### config.mk
export PLATFORM = sky130hd
export DESIGN_NAME = fifo_rd_serializer_flat
export DESIGN_NICKNAME = d
export VERILOG_FILES = /design/src/rtl/fifo_rd_serializer_if.sv /design/src/rtl/fifo_rd_serializer.sv /design/src/flat_wrapper.sv
export SDC_FILE = /design/constraint.sdc
export NUM_CORES = 1
export LEC_CHECK = 0
export BUFFER_PORTS_ARGS = -buffer_cell sky130_fd_sc_hd__buf_2
export CAP_MARGIN = 10
export CELL_PAD_IN_SITES_DETAIL_PLACEMENT = 0
export CELL_PAD_IN_SITES_GLOBAL_PLACEMENT = 1
export CORE_MARGIN = 5
export CORE_UTILIZATION = 45
export CTS_BUF_LIST = sky130_fd_sc_hd__clkbuf_4 sky130_fd_sc_hd__clkbuf_8
export CTS_CLUSTER_SIZE = 8
export DETAILED_ROUTE_END_ITERATION = 7
export GPL_ROUTABILITY_DRIVEN = 0
export GPL_TIMING_DRIVEN = 0
export PLACE_DENSITY_LB_ADDON = 0.3
export SETUP_SLACK_MARGIN = 0.02
export SYNTH_ARGS = -nofsm -noshare
export SYNTH_HDL_FRONTEND = slang
export SYNTH_SLANG_ARGS = --single-unit
export TNS_END_PERCENT = 30
### constraint.sdc
create_clock -name i_clk -period 2.1 [get_ports i_clk]
set_input_delay 0.105 -clock i_clk [delete_from_list [all_inputs] [get_ports i_clk]]
set_output_delay 0.105 -clock i_clk [all_outputs]
set_load 0.02 [all_outputs]
### src/rtl/fifo_rd_serializer_if.sv
// Handshake bundle between the FIFO read port, the serializer and the serial sink.
// Signal prefixes are from the serializer's point of view (i_ = into it, o_ = out of it).
interface fifo_rd_serializer_if #(
  parameter int DATA_WIDTH = 32,
  parameter int WCNT_W     = 16
);
  logic                  i_enable;
  logic                  i_fifo_empty;
  logic [DATA_WIDTH-1:0] i_fifo_data;
  logic                  o_fifo_cs;
  logic                  o_fifo_rd_en;
  logic                  o_ser_out;
  logic                  o_ser_valid;
  logic                  i_ser_ready;
  logic                  o_frame_start;
  logic                  o_busy;
  logic [WCNT_W-1:0]     o_word_count;

  modport master (
    input  i_enable, i_fifo_empty, i_fifo_data, i_ser_ready,
    output o_fifo_cs, o_fifo_rd_en, o_ser_out, o_ser_valid,
           o_frame_start, o_busy, o_word_count
  );

  modport slave (
    output i_enable, i_fifo_empty, i_fifo_data, i_ser_ready,
    input  o_fifo_cs, o_fifo_rd_en, o_ser_out, o_ser_valid,
           o_frame_start, o_busy, o_word_count
  );
endinterface

### src/rtl/fifo_rd_serializer.sv
// Pops words from the synchronous FIFO and sends them LSB-first over a valid/ready bit link.
// Optional even-parity trailer bit is enabled by defining PARITY_EN.
module fifo_rd_serializer #(
  parameter int DATA_WIDTH = 32,
  parameter int WCNT_W     = 16
) (
  input  logic                  i_clk,
  input  logic                  i_rst_n,
  fifo_rd_serializer_if.master  bus
);

  localparam int BW = $clog2(DATA_WIDTH) + 1;
  localparam logic [BW-1:0] LAST_BIT = BW'(DATA_WIDTH - 1);

  typedef enum logic [2:0] {
    IDLE  = 3'd0,
    RD    = 3'd1,
    CAP   = 3'd2,
    SHIFT = 3'd3,
`ifdef PARITY_EN
    PAR   = 3'd5,
`endif
    DONE  = 3'd4
  } state_t;

  state_t                r_state;
  state_t                w_next;
  logic [DATA_WIDTH-1:0] r_shreg;
  logic [BW-1:0]         r_bitcnt;
  logic [WCNT_W-1:0]     r_wcnt;
  logic                  w_start;
  logic                  w_last;
`ifdef PARITY_EN
  logic                  r_parity;
`endif

  assign w_start = bus.i_enable & ~bus.i_fifo_empty;
  assign w_last  = (r_bitcnt == LAST_BIT);

  always_ff @(posedge i_clk or negedge i_rst_n) begin
    if (!i_rst_n) r_state <= IDLE;
    else          r_state <= w_next;
  end

  always_comb begin
    w_next = r_state;
    case (r_state)
      IDLE:  if (w_start) w_next = RD;
      RD:    w_next = CAP;
      CAP:   w_next = SHIFT;
      SHIFT: begin
        if (bus.i_ser_ready && w_last) begin
`ifdef PARITY_EN
          w_next = PAR;
`else
          w_next = DONE;
`endif
        end
      end
`ifdef PARITY_EN
      PAR:   if (bus.i_ser_ready) w_next = DONE;
`endif
      DONE:  w_next = w_start ? RD : IDLE;
      default: w_next = IDLE;
    endcase
  end

  // FIFO data_out is valid one cycle after the RD pulse, hence the capture in CAP.
  always_ff @(posedge i_clk or negedge i_rst_n) begin
    if (!i_rst_n) begin
      r_shreg  <= '0;
      r_bitcnt <= '0;
      r_wcnt   <= '0;
`ifdef PARITY_EN
      r_parity <= 1'b0;
`endif
    end else begin
      case (r_state)
        CAP: begin
          r_shreg  <= bus.i_fifo_data;
          r_bitcnt <= '0;
`ifdef PARITY_EN
          r_parity <= ^bus.i_fifo_data;
`endif
        end
        SHIFT: begin
          if (bus.i_ser_ready) begin
            r_shreg  <= r_shreg >> 1;
            r_bitcnt <= r_bitcnt + BW'(1);
          end
        end
        DONE:    r_wcnt <= r_wcnt + WCNT_W'(1);
        default: ;
      endcase
    end
  end

  assign bus.o_fifo_cs     = (r_state == RD);
  assign bus.o_fifo_rd_en  = (r_state == RD);
  assign bus.o_frame_start = (r_state == SHIFT) && (r_bitcnt == '0);
  assign bus.o_busy        = (r_state != IDLE);
  assign bus.o_word_count  = r_wcnt;
`ifdef PARITY_EN
  assign bus.o_ser_valid   = (r_state == SHIFT) || (r_state == PAR);
  assign bus.o_ser_out     = ((r_state == SHIFT) & r_shreg[0]) | ((r_state == PAR) & r_parity);
`else
  assign bus.o_ser_valid   = (r_state == SHIFT);
  assign bus.o_ser_out     = (r_state == SHIFT) & r_shreg[0];
`endif

endmodule

### src/flat_wrapper.sv
// flat-port wrapper written by rule: the top's interface ports become plain ports
module fifo_rd_serializer_flat 
#(
  parameter int DATA_WIDTH = 32,
  parameter int WCNT_W     = 16
)
  (i_clk, i_rst_n, bus_i_enable, bus_i_fifo_empty, bus_i_fifo_data, bus_i_ser_ready, bus_o_fifo_cs, bus_o_fifo_rd_en, bus_o_ser_out, bus_o_ser_valid, bus_o_frame_start, bus_o_busy, bus_o_word_count);
  fifo_rd_serializer_if #(.DATA_WIDTH(DATA_WIDTH), .WCNT_W(WCNT_W)) bus_i ();
  input  logic i_clk;
  input  logic i_rst_n;
  input wire logic [$bits(bus_i.i_enable)-1:0] bus_i_enable;
  input wire logic [$bits(bus_i.i_fifo_empty)-1:0] bus_i_fifo_empty;
  input wire logic [$bits(bus_i.i_fifo_data)-1:0] bus_i_fifo_data;
  input wire logic [$bits(bus_i.i_ser_ready)-1:0] bus_i_ser_ready;
  output wire logic [$bits(bus_i.o_fifo_cs)-1:0] bus_o_fifo_cs;
  output wire logic [$bits(bus_i.o_fifo_rd_en)-1:0] bus_o_fifo_rd_en;
  output wire logic [$bits(bus_i.o_ser_out)-1:0] bus_o_ser_out;
  output wire logic [$bits(bus_i.o_ser_valid)-1:0] bus_o_ser_valid;
  output wire logic [$bits(bus_i.o_frame_start)-1:0] bus_o_frame_start;
  output wire logic [$bits(bus_i.o_busy)-1:0] bus_o_busy;
  output wire logic [$bits(bus_i.o_word_count)-1:0] bus_o_word_count;
  assign bus_i.i_enable = bus_i_enable;
  assign bus_i.i_fifo_empty = bus_i_fifo_empty;
  assign bus_i.i_fifo_data = bus_i_fifo_data;
  assign bus_i.i_ser_ready = bus_i_ser_ready;
  assign bus_o_fifo_cs = bus_i.o_fifo_cs;
  assign bus_o_fifo_rd_en = bus_i.o_fifo_rd_en;
  assign bus_o_ser_out = bus_i.o_ser_out;
  assign bus_o_ser_valid = bus_i.o_ser_valid;
  assign bus_o_frame_start = bus_i.o_frame_start;
  assign bus_o_busy = bus_i.o_busy;
  assign bus_o_word_count = bus_i.o_word_count;
  fifo_rd_serializer #(.DATA_WIDTH(DATA_WIDTH), .WCNT_W(WCNT_W)) u_core (.i_clk(i_clk), .i_rst_n(i_rst_n), .bus(bus_i));
endmodule
==> metrics.txt, run 1 <==
outcome=finished, final reports clean; cts repair resizes=0; DRC=0; core area=6280 um2; layout cells sized above 1=38.7%; Port-buffer cells=58; antenna violations before repair=0; Gate Count Post-Synth=249; WP data required=2.00 ns; most common cell after layout, fill and taps aside=buf_2; Die Y=89.9 um; DRT iter0 DRCs=79; pwr/cell area=1030 nW/um2; Worst slew margin=66.4%; IO Count=59; DR vias/cell=5.01; Most Crowded Layer GR=met2; CP startpoint kind=flop; global-route wire length before repair=9550 um; clk root buf=clkbuf_8; Fill cells=556; area of placed instances=3280 um2; M2 GR Usage=22.6%; M1 GR Usage=18.6%; max-slew violation count=0; vias in the first global route=2,034; Hold WC Path Type=primary input to flop; # diodes=0; largest net degree at the start of global routing=39; Clock Skews=0.00815 ns; most frequent cells in the layout=buf_2, dfrtp_1, nand2_1, mux2i_1, o21ai_2; max cap viols=0; CTS tree=done; Ys Warns=0; Routed Antenna Nets=0; Total GRT Usage=14.4%; Post-Syn Area=2870 um2; Area Overhead vs Synth=22.3%; # setup viols final=0; H-tree level count=3; DR vias=2,018; DP Cell Count=385; GRT met3 Usage=3.51%; die footprint=8080 um2; # nets final=361; Worst Tran Pin Value=0.503 ns; CP max FO=10; Num Clock Sinks=57; WL/cell=13.6 um; critical path class=flop to primary output; Setup TNS=0 ns; Tcrit/Tclk final=85.3%; crit path capture type=primary output; Seq/Total Area, Yosys=49.6%; Final Instance Area=3520 um2; area taken by multi-input logic gates=1280 um2; cts bufs inserted=9; main flop type after synthesis=dfrtp_1; Unique masters post-synth=34; dpl hpwl=3810 um; clock-pin slew on the worst setup and hold paths=0.06 ns; EDFF count, synth=0; final hold violations=0; Synthesized Nets=289; crit path DAT=1.69 ns; Routed Wire Length=5500 um; starting density of the core=45.8%; worst vdd ir=0.506 mV; Final Non-Filler Cells=403; deepest clock path buffer count=2; f_max=0.558 GHz; Async S/R FF share, synth=100%; clock latency at the later pin of the worst-skew pair=0.32 ns; FP Rows=29; Synth Area per Inst=11.5 um2; Leak=1.93 nW; DIE WIDTH=89.9 um; Tot Pwr=3.61 mW; FF/Latch Area=1430 um2; synthesis-stage register bit count=57; RSZ-0062 raised after global routing=no; Congestion Overflow GR=0; first-pass iteration count of the detailed router=4; Period minus WS final=1.79 ns
cell usage after synthesis (2+ instances only):
| cell | n | area share, % |
|---|---|---|
| o21ai_2 | 28 | 8.5 |
| and4b_1 | 2 | 0.70 |
| nor2_1 | 6 | 0.78 |
| mux2i_1 | 31 | 11 |
| nand4_1 | 4 | 0.87 |
| buf_6 | 9 | 3.5 |
| and4_1 | 4 | 1.2 |
| nand2_1 | 43 | 5.6 |
| ha_1 | 3 | 1.3 |
| buf_4 | 7 | 1.8 |
| inv_1 | 2 | 0.26 |
| dfrtp_1 | 57 | 50 |
| xnor2_1 | 13 | 4.0 |
| xor2_1 | 6 | 1.8 |
| o21ai_0 | 4 | 0.70 |
| and3_1 | 7 | 1.5 |
| nand3_1 | 5 | 0.87 |
| nor3b_4 | 2 | 1.3 |
logic make-up after synthesis:
family,Yosys count,synth area share (%)
adder cells (fa/ha/maj),3,1.31
AND/OR/NAND/NOR,83,16.1
flip-flops,57,49.6
AO/OA/AOI/OAI,36,10.2
XOR/XNOR,19,5.79
multiplexers,32,11.2
buffers and inverters,19,5.79
stage by stage:
step	setup WS, ns	util, %	hold WS (ns)
global route	0.214	56.0	0.0434
global placement	0.531	51.9	0.319
detailed placement	0.520	52.3	0.0926
floorplan	0.641	-	-0.191
CTS	0.267	56.0	0.0334
finish	0.309	56.0	0.0469
area by class of cell:
class                           instances  share of cell area (%)
Tap cell                               77                    2.74
Buffer                                 17                    4.52
Multi-Input combinational cell        173                    36.4
Inverter                                2                   0.214
Sequential cell                        57                    40.6
Clock buffer                           14                    5.12
Clock inverter                          2                   0.996
Timing Repair Buffer                   61                    9.40
per-layer routing:
| layer | share of wire [%] | wire [um] |
|---|---|---|
| met1 | 47 | 2600 |
| met2 | 48 | 2630 |
| met3 | 3.7 | 201 |
| met4 | 1.2 | 67 |
| met5 | 0 | 0 |
worst paths after layout:
| check | from | to | slack, ns | depth (start not counted) |
|---|---|---|---|---|
| setup reg to reg | u_core.r_state[2] | u_core.r_shreg[6] | 0.53 | 6 |
| hold reg to reg | u_core.bus.o_word_count[15] | u_core.bus.o_word_count[15] | 0.47 | 1 |
| hold / removal | bus_i_fifo_data[26] | u_core.r_shreg[26] | 0.05 | 3 |
| min in group asynchronous | i_rst_n | u_core.r_shreg[27] | 0.27 | 2 |
| max in group asynchronous | i_rst_n | u_core.bus.o_word_count[3] | 1.27 | 3 |
| setup / recovery | u_core.r_state[2] | bus_o_frame_start | 0.31 | 6 |
worst max-delay path: stages (launching register included):
cell	delay, ns
dfrtp_1	0.37
buf_6	0.14
and3b_1	0.22
buf_6	0.16
buf_6	0.17
and3_1	0.17
buf_2	0.16
power breakdown:
group          leakage [nW]  switching, mW  internal, mW
combinational          1.05          0.521         0.453
sequential            0.765          0.172          1.38
clock                 0.114          0.419         0.671
total                  1.93           1.11          2.50
flip-flops by register name, indices dropped and copies added, names as in the netlist:
name / cells
u_core.r_shreg: 32
u_core.bus.o_word_count: 16
u_core.r_bitcnt: 6
u_core.r_state: 3
repair_timing:
action                     CTS  global route
setup endpoints to repair    0             0
buffers inserted             0             0
hold endpoints to repair    20             0
hold buffers                 2             0
No activity file was read; power rests on OpenSTA's default activity.
==> inputs of run 2 (changes only) <==
Settings changed: CELL_PAD_IN_SITES_DETAIL_PLACEMENT 0 to default, CELL_PAD_IN_SITES_GLOBAL_PLACEMENT 1 to default, CORE_UTILIZATION 45 to 57, SETUP_SLACK_MARGIN 0.02 to default.
==> run 2 against run 1 <==
Compared with the run above: wire length decreased by 2.0%; sequential cell count unchanged; final cell count fell by 2.5%; highest routed layer unchanged; die area down 19%.
==> metrics.txt, run 2 (synthesis results as in run 1) <==
DR vias/cell=5.16; cts bufs inserted=9; # nets final=361; vias in the first global route=2,019; Period minus WS final=1.81 ns; # diodes=0; f_max=0.554 GHz; worst vdd ir=0.573 mV; Routed Antenna Nets=0; deepest clock path buffer count=2; cell internal pwr=2.29 mW; max reg flops=32; IO Count=59; max cap viols=0; Die Y=81.0 um; layout cells sized above 1=38.7%; antenna violations before repair=0; clock share of power=25.7%; critical path class=flop to primary output; Routed Wire Length=5380 um; cts repair resizes=0; crit path capture type=primary output; max-slew violation count=0; H-tree level count=3; DRC=0; clk root buf=clkbuf_8; crit path DAT=1.70 ns; Hold WC Path Type=primary input to flop; DRT iter0 DRCs=55; core area=4820 um2; largest net degree at the start of global routing=38; FP Rows=25; first-pass iteration count of the detailed router=4; global-route wire length before repair=9120 um; Setup TNS=0 ns; switching share of power=32.9%; dpl hpwl=3830 um; clock-pin slew on the worst setup and hold paths=0.07 ns; Fill cells=382; RR Endpoint=u_core.r_shreg[1]; clock latency at the later pin of the worst-skew pair=0.33 ns; WL/cell=13.7 um; most common cell after layout, fill and taps aside=buf_2; Area Overhead vs Synth=20.2%; final hold violations=0; CP startpoint kind=flop; Clock Skews=0.00703 ns; Congestion Overflow GR=0; Leak=1.91 nW; WP data required=2.00 ns; # setup viols final=0; register-to-register setup slack=0.53 ns; DR vias=2,026; Worst Tran Pin Value=0.499 ns; most frequent cells in the layout=buf_2, dfrtp_1, nand2_1, mux2i_1, o21ai_2; worst hold start=bus_i_fifo_data[15]; CP max FO=10; Tcrit/Tclk final=86.0%; pwr/cell area=989 nW/um2; reg2reg path depth=6; worst r2r src=u_core.r_state[0]; number of setup buffers added after CTS=0; starting density of the core=59.7%; Worst slew margin=66.7%; die footprint=6560 um2; Num Clock Sinks=57; switching power of the nets=1.13 mW; FF/Latch Area=1430 um2; outcome=finished, final reports clean; RSZ-0062 raised after global routing=no; sequential power share=45.5%; CTS tree=done; WHS Path Cells=3; Tot Pwr=3.42 mW; Total GRT Usage=18.2%; Logic pwr share=28.7%; Reg with most FFs=u_core.r_shreg; WHS Endpoint=u_core.r_shreg[15]; area taken by multi-input logic gates=1280 um2; DIE WIDTH=81.0 um; Port-buffer cells=58
-- run 2: cell types whose count changed in the layout (fill, tap and decap cells not counted), sizes merged --
cell,change
clkinv,+3
clkbuf,-2
bufinv,-1
-- run 2: timing repair --
item	4_1_cts	5_1_grt
endpoints found under the hold margin	21	0
hold buffers	2	0
endpoints found under the setup margin	0	0
-- run 2: routing by layer --
layer  vias up  global-route usage (%)  share of wire, %
li1       1006                       -                 -
met1       966                    22.9                46
met2        46                    28.5                46
met3         8                    4.66               5.8
met4         0                    10.1               2.0
met5         -                       0                 0
-- run 2: layout make-up --
type / instances / share of cell area [%]
tap: 67 / 2.43
timing repair buffer: 61 / 9.56
buffer: 17 / 4.60
sequential: 57 / 41.3
clock buffer: 12 / 4.24
clock inverter: 4 / 0.580
inverter: 2 / 0.217
multi-input combinational: 173 / 37.1
-- run 2: worst max-delay path by stage --
stage                           start                 to  slack [ns]
floorplan           u_core.r_state[1]   bus_o_fifo_rd_en        0.64
global placement    u_core.r_state[2]  u_core.r_shreg[8]        0.55
detailed placement  u_core.r_state[0]  u_core.r_shreg[1]        0.53
CTS                 u_core.r_state[2]  bus_o_frame_start        0.28
global route        u_core.r_state[2]  bus_o_frame_start        0.20
finish              u_core.r_state[2]  bus_o_frame_start        0.29
-- run 2: worst max-delay path, cell delays in order, from the launching register on --
cell	delay, ns
dfrtp_1	0.37
buf_6	0.13
and3b_1	0.22
buf_6	0.16
buf_6	0.16
and3_1	0.16
buf_2	0.16
-- run 2: metrics by stage --
stage          instance area, um2  std cells  hold slack (ns)  utilization (%)  setup WS [ns]
2_1_floorplan                2870        249           -0.191                -          0.641
3_3_place_gp                 3250        374            0.311             67.4          0.554
3_5_place_dp                 3270        375           0.0971             67.8          0.532
4_1_cts                      3450        393           0.0297             71.7          0.279
5_1_grt                      3450        393           0.0411             71.7          0.204
6_report                     3450        393           0.0399             71.7          0.294
-- run 2: power groups by stage --
stage                     logic (mW)  registers, mW  clock network, mW
after global placement         0.960           1.56                  0
after CTS                       1.00           1.55              0.904
after global routing            1.09           1.59              0.961
after floorplan                0.791           1.52                  0
final                          0.982           1.56              0.880
after detailed placement       0.993           1.57                  0
